## src/rtl/dma_mem_access_pkg.sv

```systemverilog
// Shared types and constants for the memory-side DMA engine.
package dma_pkg;
  localparam int ADDR_W_DEF = 21;
  localparam int CNT_W      = 4;

  typedef enum logic [1:0] {
    ST_IDLE   = 2'd0,
    ST_SETUP  = 2'd1,
    ST_STROBE = 2'd2,
    ST_DONE   = 2'd3
  } state_e;

  // Strobe counter preload; the counter runs down to zero inclusive.
  function automatic logic [CNT_W-1:0] wait_load(input logic rnw,
                                                 input int   rd_wait,
                                                 input int   wr_wait);
    return rnw ? CNT_W'(rd_wait - 1) : CNT_W'(wr_wait - 1);
  endfunction
endpackage

```

## src/rtl/dma_mem_access_if.sv

```systemverilog
// Single-beat request/ack/end handshake between the DMA controller and the memory engine.
interface dma_mem_access_if
  import dma_pkg::*;
#(
  parameter int ADDR_W = ADDR_W_DEF
);
  logic              dma_req;
  logic [ADDR_W-1:0] dma_addr;
  logic [7:0]        dma_wd;
  logic              dma_rnw;
  logic              dma_ack;
  logic              dma_end;
  logic [7:0]        dma_rd;

  modport master (output dma_req, dma_addr, dma_wd, dma_rnw,
                  input  dma_ack, dma_end, dma_rd);
  modport slave  (input  dma_req, dma_addr, dma_wd, dma_rnw,
                  output dma_ack, dma_end, dma_rd);
endinterface

```

## src/rtl/dma_mem_access.sv

```systemverilog
// One SRAM read or write per DMA request, borrowing the memory bus only while the Z80 is idle.
module dma_mem_access
  import dma_pkg::*;
#(
  parameter int ADDR_W  = ADDR_W_DEF,
  parameter int RD_WAIT = 2,
  parameter int WR_WAIT = 2
) (
  input  logic              clk,
  input  logic              rst,
  dma_mem_access_if.slave   dma,
  input  logic              cpu_req,
  output logic              dma_bus,
  output logic [ADDR_W-1:0] mem_addr,
  output logic [7:0]        mem_dout,
  output logic              mem_dout_en,
  input  logic [7:0]        mem_din,
  output logic              mem_rd_n,
  output logic              mem_we_n
);
  state_e            state_q;
  logic [CNT_W-1:0]  cnt_q;
  logic              rnw_q;
  logic              ack_q, end_q, bus_q, dout_en_q, rd_n_q, we_n_q;
  logic [7:0]        rd_q, dout_q;
  logic [ADDR_W-1:0] addr_q;

  always_ff @(posedge clk or posedge rst) begin
    if (rst) begin
      state_q   <= ST_IDLE;
      cnt_q     <= '0;
      rnw_q     <= 1'b0;
      ack_q     <= 1'b0;
      end_q     <= 1'b0;
      bus_q     <= 1'b0;
      dout_en_q <= 1'b0;
      rd_n_q    <= 1'b1;
      we_n_q    <= 1'b1;
      rd_q      <= 8'h00;
      dout_q    <= 8'h00;
      addr_q    <= '0;
    end else begin
      ack_q <= 1'b0;
      end_q <= 1'b0;
      case (state_q)
        ST_IDLE: begin
          // Z80 owns the bus whenever it asks; the request simply waits.
          if (dma.dma_req && !cpu_req) begin
            addr_q    <= dma.dma_addr;
            dout_q    <= dma.dma_wd;
            rnw_q     <= dma.dma_rnw;
            ack_q     <= 1'b1;
            bus_q     <= 1'b1;
            dout_en_q <= !dma.dma_rnw;
            state_q   <= ST_SETUP;
          end
        end
        ST_SETUP: begin
          rd_n_q  <= !rnw_q;
          we_n_q  <= rnw_q;
          cnt_q   <= wait_load(rnw_q, RD_WAIT, WR_WAIT);
          state_q <= ST_STROBE;
        end
        ST_STROBE: begin
          if (cnt_q == '0) begin
            rd_n_q  <= 1'b1;
            we_n_q  <= 1'b1;
            if (rnw_q) rd_q <= mem_din;
            end_q   <= 1'b1;
            state_q <= ST_DONE;
          end else begin
            cnt_q <= cnt_q - 1'b1;
          end
        end
        ST_DONE: begin
          // Address and data stay put through this cycle for write hold time.
          bus_q     <= 1'b0;
          dout_en_q <= 1'b0;
          state_q   <= ST_IDLE;
        end
        default: state_q <= ST_IDLE;
      endcase
    end
  end

  assign dma.dma_ack = ack_q;
  assign dma.dma_end = end_q;
  assign dma.dma_rd  = rd_q;
  assign dma_bus     = bus_q;
  assign mem_addr    = addr_q;
  assign mem_dout    = dout_q;
  assign mem_dout_en = dout_en_q;
  assign mem_rd_n    = rd_n_q;
  assign mem_we_n    = we_n_q;
endmodule
```

## src/flat_wrapper.sv

```systemverilog
// flat-port wrapper written by rule: the top's interface ports become plain ports
module dma_mem_access_flat import dma_pkg::*;
#(
  parameter int ADDR_W  = ADDR_W_DEF,
  parameter int RD_WAIT = 2,
  parameter int WR_WAIT = 2
)
  (clk, rst, cpu_req, dma_bus, mem_addr, mem_dout, mem_dout_en, mem_din, mem_rd_n, mem_we_n, dma_dma_req, dma_dma_addr, dma_dma_wd, dma_dma_rnw, dma_dma_ack, dma_dma_end, dma_dma_rd);
  dma_mem_access_if #(.ADDR_W(ADDR_W)) dma_i ();
  input  logic clk;
  input  logic rst;
  input  logic cpu_req;
  output logic dma_bus;
  output logic [ADDR_W-1:0] mem_addr;
  output logic [7:0] mem_dout;
  output logic mem_dout_en;
  input  logic [7:0] mem_din;
  output logic mem_rd_n;
  output logic mem_we_n;
  input wire logic [$bits(dma_i.dma_req)-1:0] dma_dma_req;
  input wire logic [$bits(dma_i.dma_addr)-1:0] dma_dma_addr;
  input wire logic [$bits(dma_i.dma_wd)-1:0] dma_dma_wd;
  input wire logic [$bits(dma_i.dma_rnw)-1:0] dma_dma_rnw;
  output wire logic [$bits(dma_i.dma_ack)-1:0] dma_dma_ack;
  output wire logic [$bits(dma_i.dma_end)-1:0] dma_dma_end;
  output wire logic [$bits(dma_i.dma_rd)-1:0] dma_dma_rd;
  assign dma_i.dma_req = dma_dma_req;
  assign dma_i.dma_addr = dma_dma_addr;
  assign dma_i.dma_wd = dma_dma_wd;
  assign dma_i.dma_rnw = dma_dma_rnw;
  assign dma_dma_ack = dma_i.dma_ack;
  assign dma_dma_end = dma_i.dma_end;
  assign dma_dma_rd = dma_i.dma_rd;
  dma_mem_access #(.ADDR_W(ADDR_W), .RD_WAIT(RD_WAIT), .WR_WAIT(WR_WAIT)) u_core (.clk(clk), .rst(rst), .dma(dma_i), .cpu_req(cpu_req), .dma_bus(dma_bus), .mem_addr(mem_addr), .mem_dout(mem_dout), .mem_dout_en(mem_dout_en), .mem_din(mem_din), .mem_rd_n(mem_rd_n), .mem_we_n(mem_we_n));
endmodule
```

## config.mk

```make
export PLATFORM = sky130hd
export DESIGN_NAME = dma_mem_access_flat
export DESIGN_NICKNAME = d
export VERILOG_FILES = /design/src/rtl/dma_mem_access_pkg.sv /design/src/rtl/dma_mem_access_if.sv /design/src/rtl/dma_mem_access.sv /design/src/flat_wrapper.sv
export SDC_FILE = /design/constraint.sdc
export NUM_CORES = 1
export LEC_CHECK = 0
export BUFFER_PORTS_ARGS = -buffer_cell sky130_fd_sc_hd__buf_2
export CELL_PAD_IN_SITES_DETAIL_PLACEMENT = 2
export CELL_PAD_IN_SITES_GLOBAL_PLACEMENT = 2
export CORE_MARGIN = 5
export CORE_UTILIZATION = 25
export CTS_BUF_LIST = sky130_fd_sc_hd__clkbuf_8 sky130_fd_sc_hd__clkbuf_16
export DETAILED_ROUTE_END_ITERATION = 12
export PLACE_DENSITY = 0.73
export SETUP_SLACK_MARGIN = 0.02
export SLEW_MARGIN = 20
export SYNTH_ARGS = -nofsm -noshare
export SYNTH_HDL_FRONTEND = slang
export SYNTH_SLANG_ARGS = --single-unit
```

## constraint.sdc

```tcl
create_clock -name clk -period 1.8 [get_ports clk]
set_clock_uncertainty 0.2 [all_clocks]
set_input_delay 0.45 -clock clk [delete_from_list [all_inputs] [get_ports clk]]
set_output_delay 0.45 -clock clk [all_outputs]
set_load 0.01 [all_outputs]
```

# --- Word-level counts from Yosys, hierarchy flattened ---
# Cells that the tools add are included.
word_totals:
  reg_bits: 50
  inputBits: 42
  output_inout_bits: 43
  elab_cells: 49
classes:
  n_addsub: 1
  eq_ne: 6
  n_mux: 16
  reduce_logical: 14
ops:
  columns: ["op", "n"]
  rows:
  - ["$reduce_and A2 Y1", 5]
  - ["$pmux W1 S2", 4]
  - ["$pmux W2 S4", 1]
  - ["$pmux W4 S2", 1]
  - ["$mux W1", 7]
  - ["$eq A2 B2 Y1 const B", 2]
  - ["$logic_not A4 Y1", 1]
  - ["$mux W2", 2]
  - ["$mux W4", 1]
  - ["$ne A2 B1 Y1 const B", 2]
  - ["$reduce_bool A2 Y1", 2]
  - ["$sub A4 B1 Y4 const B", 1]
  - ["$logic_not A1 Y1", 3]
  - ["$reduce_and A3 Y1", 1]
  - ["$eq A2 B1 Y1 const B", 1]
  - ["$logic_not A2 Y1", 1]
  - ["$ne A2 B2 Y1 const B", 1]
  - ["$logic_and A1 B1 Y1", 1]

# --- Longest topological paths before layout ---
# Gate-level depths: netlist of the first run.
logic_depth:
  ltp_word: 4
  depth_mapped: 7
  depth_no_buf: 6

# --- Worst setup path after synthesis of the first run ---
# OpenSTA, ideal clock, no wires.
synth_timing:
  path_type: "flip-flop to flip-flop"
  from: "register u_core.cnt_q[0]"
  to: "register u_core.state_q[1]"
  setup_time_ns: 0.125
  arrival_ns: 1.471
  t_required_ns: 1.475
  slack_ns: 0.004
  stages_incl_launch_ff: 6
  path_buffers: 0
  period_less_slack_ns: 1.796
  path_cell_list: "dfrtp_1 inv_1 ha_1 or3b_4 a22oi_4 mux2_4"
synth_via:
  elab_chain_cells: 3
synth_rtl:
  columns: ["element", "line_no", "rtl"]
  rows:
  - ["start, declared", "dma_mem_access.sv:22", "logic [CNT_W-1:0] cnt_q;"]
  - ["start signal, assigned", "dma_mem_access.sv:61", "cnt_q <= wait_load(rnw_q, RD_WAIT, WR_WAIT);"]
  - ["start signal, assigned", "dma_mem_access.sv:72", "cnt_q <= cnt_q - 1'b1;"]
  - ["$logic_not A4 Y1", "dma_mem_access.sv:65", "if (cnt_q == '0) begin"]
  - ["$ne A2 B1 Y1 (no source line)", null, null]
  - ["$reduce_and A2 Y1 (no source line)", null, null]
  - ["end signal, assigned", "dma_mem_access.sv:62", "state_q <= ST_STROBE;"]
  - ["end signal, assigned", "dma_mem_access.sv:70", "state_q <= ST_DONE;"]
  - ["end signal, assigned", "dma_mem_access.sv:79", "state_q <= ST_IDLE;"]
  - ["end, declared", "dma_mem_access.sv:21", "state_e state_q;"]
# Every way passes these cells.
# A chain may end at the register's enable or synchronous reset.

# --- Worst setup path after layout of the first run ---
layout_timing:
  from: "register u_core.cnt_q[1]"
  to: "register u_core.state_q[1]"
# The elaborated chain is that of the path after synthesis.

==> results.md, run 1 <==
| Result | Reported |
|:---|:---|
| Outcome | finished, final reports clean |
| Count of state elements after synthesis | 50 |
| Post-detailed-route via-to-cell ratio | 4.31 |
| Standard cell with the maximum stage delay on the critical path | dfrtp_1 |
| Max-slew headroom at the worst pin | 70.7% |
| Slew at the pin with the worst max-slew slack | 0.439 ns |
| Number of unique standard cell types used by synthesis | 33 |
| Final estimated routing congestion in global placement | 0.704 |
| Total routing usage reported by global routing | 12.0% |
| Vias in the first global route | 2035 |
| Final clock period utilization by the worst path | 98.8% |
| Number of H-tree branching levels | 2 |
| Switching power of the nets | 0.00183 W |
| Setup total negative slack | 0 ns |
| Synthesized netlist cell count | 205 |
| Clock insertion delay at the later pin of the skew report | 0.30 ns |
| Internal power consumption | 0.00316 W |
| Number of search-and-repair iterations in the first detailed-routing pass | 2 |
| Number of flops mapped to enable cells by yosys | 0 |
| Critical path capture point type | flip-flop |
| Final standard cell area without fillers | 0.00296 mm² |
| Vias after detailed routing | 1787 |
| Core area | 0.00822 mm² |
| Area of the die | 0.0104 mm² |
| Unrepaired setup endpoints after global routing | true |
| Root cell of the clock tree | clkbuf_8 |
| Dominant synthesized flop cell | dfrtp_1 |
| Effective utilization at floorplan | 25.7% |
| Hold violation count in the final report | 0 |
| Startpoint Class | flip-flop |
| Leakage dissipation | 1.63 nW |
| I/O pin total | 85 |
| Warnings, synthesis | 0 |
| Shortest clock period the worst path allows after layout | 1.78 ns |
| Maximum number of pins on one net before global-route repair | 21 |
| Combinational Power Share | 45.1% |
| Violation count after the first detailed-routing iteration | 36 |
| Synthesized area divided by synthesized cell count | 10.3 µm² |
| Number of buffers and inverters on the critical path | 1 |
| Number of input and output port buffers inserted | 84 |
| Critical path arrival | 1.77 ns |
| Syn_nets | 253 |
| Die extent in y | 102 µm |
| Count of antenna diodes in the layout | 0 |
| Dominant delay contributor by cell family on the critical path | flip-flops |
| Series of cell instances along the critical path | inv_2 > ha_4 > or3b_4 > a22oi_4 > mux2_4 |
| Share of final-layout standard cells stronger than drive strength 1 | 43.5% |
| Remaining number of nets flagged by the antenna check after routing | 0 |
| Worst IR drop on VDD | 467 µV |
| Highest attainable clock frequency | 562 MHz |
| Clock Pin Slew Worst Setup and Hold Paths | 0.09 ns |
| FP Rows | 33 |
| Number of antenna violations at the first check in global routing | 0 |
| Mean routed wirelength per cell | 15.0 µm |
| Number of buffers added by the clock tree synthesis step | 5 |
| Portion of total power attributed to sequential cells | 39.1% |
| Async S/R FF share, synth | 100% |
| Fillers | 949 |
| Switching power as a share of total power | 36.6% |
| Final wirelength | 6250 µm |
| Maximum fanout along the worst path | 3 |
| Setup violations, final | 0 |
| Clock share of power | 15.8% |
| Placement Cell Area | 0.00278 mm² |
| Total clock sinks | 50 |
| Proportion of synthesized chip area in sequential cells | 59.5% |
| Post-synthesis instance area | 0.00211 mm² |
| Max capacitance violation total | 0 |
| Power density over cell area | 1680 mW/mm² |
| Maximum number of buffers from clock root to sink | 2 |
| Critical setup path kind | reg2reg |
| First-pass GRT wire length | 9840 µm |
| Hpwl dp | 4830 µm |
| Overflow after GRT | 0 |
| Number of nets in the layout | 357 |
| Final-report max-slew violation count | 0 |
| Required time worst endpoint | 1.79 ns |
| Overall power after layout | 0.00499 W |
| Horizontal die dimension | 102 µm |
| Synthesis-to-layout area growth | 40.5% |
| TritonCTS clock tree | yes |
| Drt drc | 0 |
| Worst hold-check path type | in2reg |
| Worst stage delay on the critical path | 0.40 ns |
[worst reg2reg max path, stage by stage, from the launching register on]
cell and delay (ns):
dfrtp_1 0.40, inv_2 0.08, ha_4 0.13, or3b_4 0.40, a22oi_4 0.15, mux2_4 0.31
[flip-flops by register name, summed over array words and instances, names as in the netlist]
signal              cells
u_core.mem_addr        21
u_core.dma.dma_rd       8
u_core.mem_dout         8
u_core.cnt_q            4
u_core.state_q          2
u_core.dma.dma_ack      1
u_core.dma.dma_end      1
u_core.dma_bus          1
u_core.mem_dout_en      1
u_core.mem_rd_n         1
u_core.mem_we_n         1
u_core.rnw_q            1
[worst paths after layout]
| kind | from | end | slack (ns) | depth (start not counted) |
|---|---|---|---|---|
| setup / recovery | u_core.cnt_q[1]$_DFFE_PP0P_ | u_core.state_q[1]$_DFFE_PP0P_ | 0.02 | 5 |
| hold / removal | dma_dma_wd[3] | u_core.mem_dout[3]$_DFFE_PP0P_ | 0.14 | 3 |
| setup reg to reg | u_core.cnt_q[1]$_DFFE_PP0P_ | u_core.state_q[1]$_DFFE_PP0P_ | 0.02 | 5 |
| hold reg to reg | u_core.mem_addr[15]$_DFFE_PP0P_ | u_core.mem_addr[15]$_DFFE_PP0P_ | 0.28 | 2 |
| max in group asynchronous | rst | u_core.mem_addr[15]$_DFFE_PP0P_ | 0.46 | 4 |
| min in group asynchronous | rst | u_core.dma.dma_rd[0]$_DFFE_PP0P_ | 0.50 | 3 |
[cells in the final DEF, fill, tap and decap left out, drive strengths merged]
cell,n
o32ai,1
o31a,1
nand2b,1
nand3,1
nand2,97
inv,7
o21ai,4
nor2,6
or3b,1
clkinvlp,2
and4bb,1
buf,103
nor3b,1
a22oi,1
o21bai,1
and2b,1
nand3b,1
a2bb2oi,1
mux2i,1
nor2b,1
nor3,1
a21oi,1
ha,6
or2b,1
a211oi,1
mux2,9
clkbuf,5
bufinv,1
o211ai,1
dfrtp,48
dfstp,2
dlygate4sd3,1
[per-stage QoR]
step | cells | worst slack, ns | hold WS (ns) | utilization, %
6_report | 415 | 0.0216 | 0.142 | 36.1
3_3_place_gp | 402 | 0.0324 | 0.257 | 33.8
3_5_place_dp | 402 | -0.0352 | 0.265 | 33.8
5_1_grt | 415 | -0.0269 | 0.136 | 36.1
2_1_floorplan | 205 | 0.0157 | 0.269 | -
4_1_cts | 413 | 0.00196 | 0.128 | 35.6
[cell usage after synthesis, types with 2 or more instances]
master / count / area share (%)
buf_2: 3 / 0.71
o21ai_1: 2 / 0.47
mux2_4: 9 / 6.4
clkbuf_1: 3 / 0.53
nand2_1: 96 / 17
o21ai_0: 2 / 0.47
nor2_1: 6 / 1.1
ha_1: 6 / 3.6
dfrtp_1: 48 / 57
dfstp_2: 2 / 2.5
inv_1: 6 / 1.1
[area by class of cell]
cell class / instances / area, µm² / area share [%]
Clock buffer: 5 / 68.8 / 2.32
Clock inverter: 3 / 41.3 / 1.39
Inverter: 7 / 30.0 / 1.01
Multi-Input combinational cell: 141 / 823 / 27.8
Sequential cell: 50 / 1250 / 42.3
Tap cell: 105 / 131 / 4.43
Timing Repair Buffer: 104 / 614 / 20.7
[cells by family (layout without fill, tap and decap cells)]
logic type / after synthesis / count (layout) / synth area share [%]
simple gates: 113 / 113 / 22.6
flops: 50 / 50 / 59.5
compound gates: 12 / 12 / 4.51
fa+ha+maj: 6 / 6 / 3.56
buf+inv: 14 / 119 / 3.03
mux: 10 / 10 / 6.88
[power by group through the flow]
stage	registers [W]	logic (W)	clock network, W
floorplan	0.00215	0.00102	0
global placement	0.00196	0.00206	0
detailed placement	0.00198	0.00218	0
CTS	0.00196	0.00224	0.000829
global route	0.00203	0.00253	0.000872
finish	0.00195	0.00225	0.000786
[metal layers]
layer	wire length [µm]	GRT usage, %	vias up
met3	311	2.53	4
met4	36	1.82	0
met2	3320	22.5	44
li1	-	-	855
met1	2580	14.5	884
met5	0	0	-
[what timing repair did]
| item | 4_1_cts | 5_1_grt |
|---|---|---|
| endpoints found under the hold margin | 13 | 0 |
| buffers inserted | 2 | 2 |
| pin swaps | 3 | 2 |
| hold buffers | 1 | 0 |
| endpoints found under the setup margin | 13 | 34 |
| resized for setup | 4 | 5 |
(Power assumes the default switching activity.)
==> run 2: changes to the inputs <==
Settings changed: CELL_PAD_IN_SITES_DETAIL_PLACEMENT 2 to default, CELL_PAD_IN_SITES_GLOBAL_PLACEMENT 2 to default, CORE_UTILIZATION 25 to 43, GPL_TIMING_DRIVEN from default to 0, PLACE_DENSITY 0.73 to 0.74.
==> run 2 against run 1 <==
Net effect:
- non-clock buffer count is 6 higher
- routed wire length is 21% lower
- sequential cell count stayed put
- highest routed layer unchanged
==> results.md, run 2 (synthesized netlist as in run 1, its figures left out) <==
| Result | Reported |
|:---|:---|
| Worst hold-check path type | in2async |
| Max capacitance violation total | 0 |
| Count of antenna diodes in the layout | 0 |
| Vias in the first global route | 1717 |
| Number of search-and-repair iterations in the first detailed-routing pass | 4 |
| Final estimated routing congestion in global placement | 0.816 |
| Highest attainable clock frequency | 557 MHz |
| Final standard cell area without fillers | 0.00294 mm² |
| Overflow after GRT | 0 |
| Slew at the pin with the worst max-slew slack | 0.583 ns |
| Number of H-tree branching levels | 2 |
| Core area | 0.00475 mm² |
| Critical path arrival | 1.78 ns |
| Final-report max-slew violation count | 0 |
| Required time worst endpoint | 1.79 ns |
| Final core utilization | 61.7% |
| Power density over cell area | 1650 mW/mm² |
| Unrepaired setup endpoints after global routing | true |
| Standard cell with the maximum stage delay on the critical path | dfrtp_1 |
| Setup violations, final | 0 |
| Shortest clock period the worst path allows after layout | 1.79 ns |
| Portion of total power attributed to sequential cells | 39.8% |
| Number of buffers added by the clock tree synthesis step | 5 |
| Final wirelength | 4910 µm |
| Maximum number of pins on one net before global-route repair | 51 |
| Remaining number of nets flagged by the antenna check after routing | 0 |
| I/O pin total | 85 |
| Maximum fanout along the worst path | 2 |
| TritonCTS clock tree | yes |
| Finished Layout Cells | 382 |
| Critical path capture point type | flip-flop |
| Area of the die | 0.00640 mm² |
| Register-to-register setup slack | 0.006 ns |
| Post-detailed-route via-to-cell ratio | 4.53 |
| Series of cell instances along the critical path | inv_2 > ha_4 > or3b_4 > a22oi_4 > mux2_4 |
| # hold bufs at CTS | 0 |
| Hold violation count in the final report | 0 |
| Count of placed standard cells including taps | 356 |
| First-pass GRT wire length | 7810 µm |
| Die extent in y | 80.0 µm |
| Clock share of power | 12.6% |
| Outcome | finished, final reports clean |
| Flip-flop count of the largest register after layout | 21 |
| Most common cell after layout, fill and taps aside | nand2_1 |
| Number of antenna violations at the first check in global routing | 0 |
| Number of input and output port buffers inserted | 84 |
| Fillers | 412 |
| Combinational Power Share | 47.6% |
| Mean routed wirelength per cell | 12.9 µm |
| Placement Cell Area | 0.00262 mm² |
| Share of final-layout standard cells stronger than drive strength 1 | 46.0% |
| Switching power as a share of total power | 36.1% |
| Worst stage delay on the critical path | 0.40 ns |
| Setup total negative slack | 0 ns |
| Vias after detailed routing | 1732 |
| Maximum number of buffers from clock root to sink | 2 |
| Hpwl dp | 3400 µm |
| Switching power of the nets | 0.00175 W |
| FP Rows | 25 |
| Effective utilization at floorplan | 44.3% |
| Clock insertion delay at the later pin of the skew report | 0.30 ns |
| Total clock sinks | 50 |
| Most used cells in the layout excluding fill and tap cells | nand2_1, buf_2, dfrtp_1 |
| Leakage dissipation | 1.64 nW |
| Root cell of the clock tree | clkbuf_8 |
| Number of nets in the layout | 363 |
| Crit path from | u_core.cnt_q[1]$_DFFE_PP0P_ |
| Drt drc | 0 |
| Reg-to-Reg Start | u_core.cnt_q[1]$_DFFE_PP0P_ |
| Sequential standard cell area | 0.00125 mm² |
| Total routing usage reported by global routing | 15.7% |
| Critical setup path kind | reg2reg |
| Area of the multi-input gates | 840 µm² |
| R2R Path End | u_core.state_q[1]$_DFFE_PP0P_ |
| Synthesis-to-layout area growth | 39.2% |
| Horizontal die dimension | 80.0 µm |
| Startpoint Class | flip-flop |
| Violation count after the first detailed-routing iteration | 83 |
| Worst IR drop on VDD | 890 µV |
| Final clock period utilization by the worst path | 99.7% |
| Clock Pin Slew Worst Setup and Hold Paths | 0.09 ns |
| Internal power consumption | 0.00310 W |
| Max-slew headroom at the worst pin | 61.1% |
| Worst-case reg-to-reg path depth | 5 |
run 2: how the worst max path moves through the flow:
stage | endpoint | slack (ns) | depth (start not counted)
6_report | u_core.state_q[1]$_DFFE_PP0P_ | 0.006 | 5
5_1_grt | u_core.state_q[1]$_DFFE_PP0P_ | -0.03 | 5
4_1_cts | u_core.state_q[1]$_DFFE_PP0P_ | -0.005 | 5
3_5_place_dp | u_core.mem_addr[9]$_DFFE_PP0P_ | -0.13 | 6
3_3_place_gp | u_core.mem_dout[3]$_DFFE_PP0P_ | -0.11 | 6
2_1_floorplan | u_core.state_q[1]$_DFFE_PP0P_ | 0.02 | 5
run 2: layout make-up:
class | instances | share of cell area, %
Buffer | 7 | 2.22
Clock buffer | 5 | 2.34
Clock inverter | 2 | 0.384
Inverter | 7 | 1.02
Multi-Input combinational cell | 141 | 28.6
Sequential cell | 50 | 42.7
Tap cell | 67 | 2.86
Timing Repair Buffer | 103 | 19.9
run 2: routing by layer:
metal | track usage (%) | wire length (µm)
met5 | 0 | 0
met4 | 6.76 | 116
met3 | 5.53 | 479
met2 | 25.2 | 2260
met1 | 19.1 | 2050
run 2: power by group through the flow:
stage               combinational (W)  clock, W  sequential, W
global route                  0.00255  0.000672        0.00200
global placement              0.00190         0        0.00193
detailed placement            0.00194         0        0.00194
CTS                           0.00220  0.000629        0.00193
finish                        0.00230  0.000612        0.00193
floorplan                     0.00102         0        0.00215
run 2: per-stage QoR:
step           setup slack [ns]  hold WS [ns]  power (W)
4_1_cts                -0.00515         0.128    0.00475
3_3_place_gp             -0.113         0.254    0.00382
5_1_grt                 -0.0276        0.0349    0.00523
3_5_place_dp             -0.126         0.258    0.00389
6_report                0.00552       0.00621    0.00484
2_1_floorplan            0.0157         0.269    0.00317
run 2: worst max-delay path: cells and delay by family (launching register included):
family	cells	cell delay (ns)
compound gates	1	0.15
fa+ha+maj	1	0.13
buf+inv	1	0.09
flops	1	0.40
mux	1	0.31
simple gates	1	0.40
run 2: what timing repair did:
action | CTS | global route
endpoints found under the setup margin | 40 | 44
gates resized for setup | 15 | 11
pin swaps | 4 | 4
buffers inserted | 11 | 6
cloned | 0 | 1
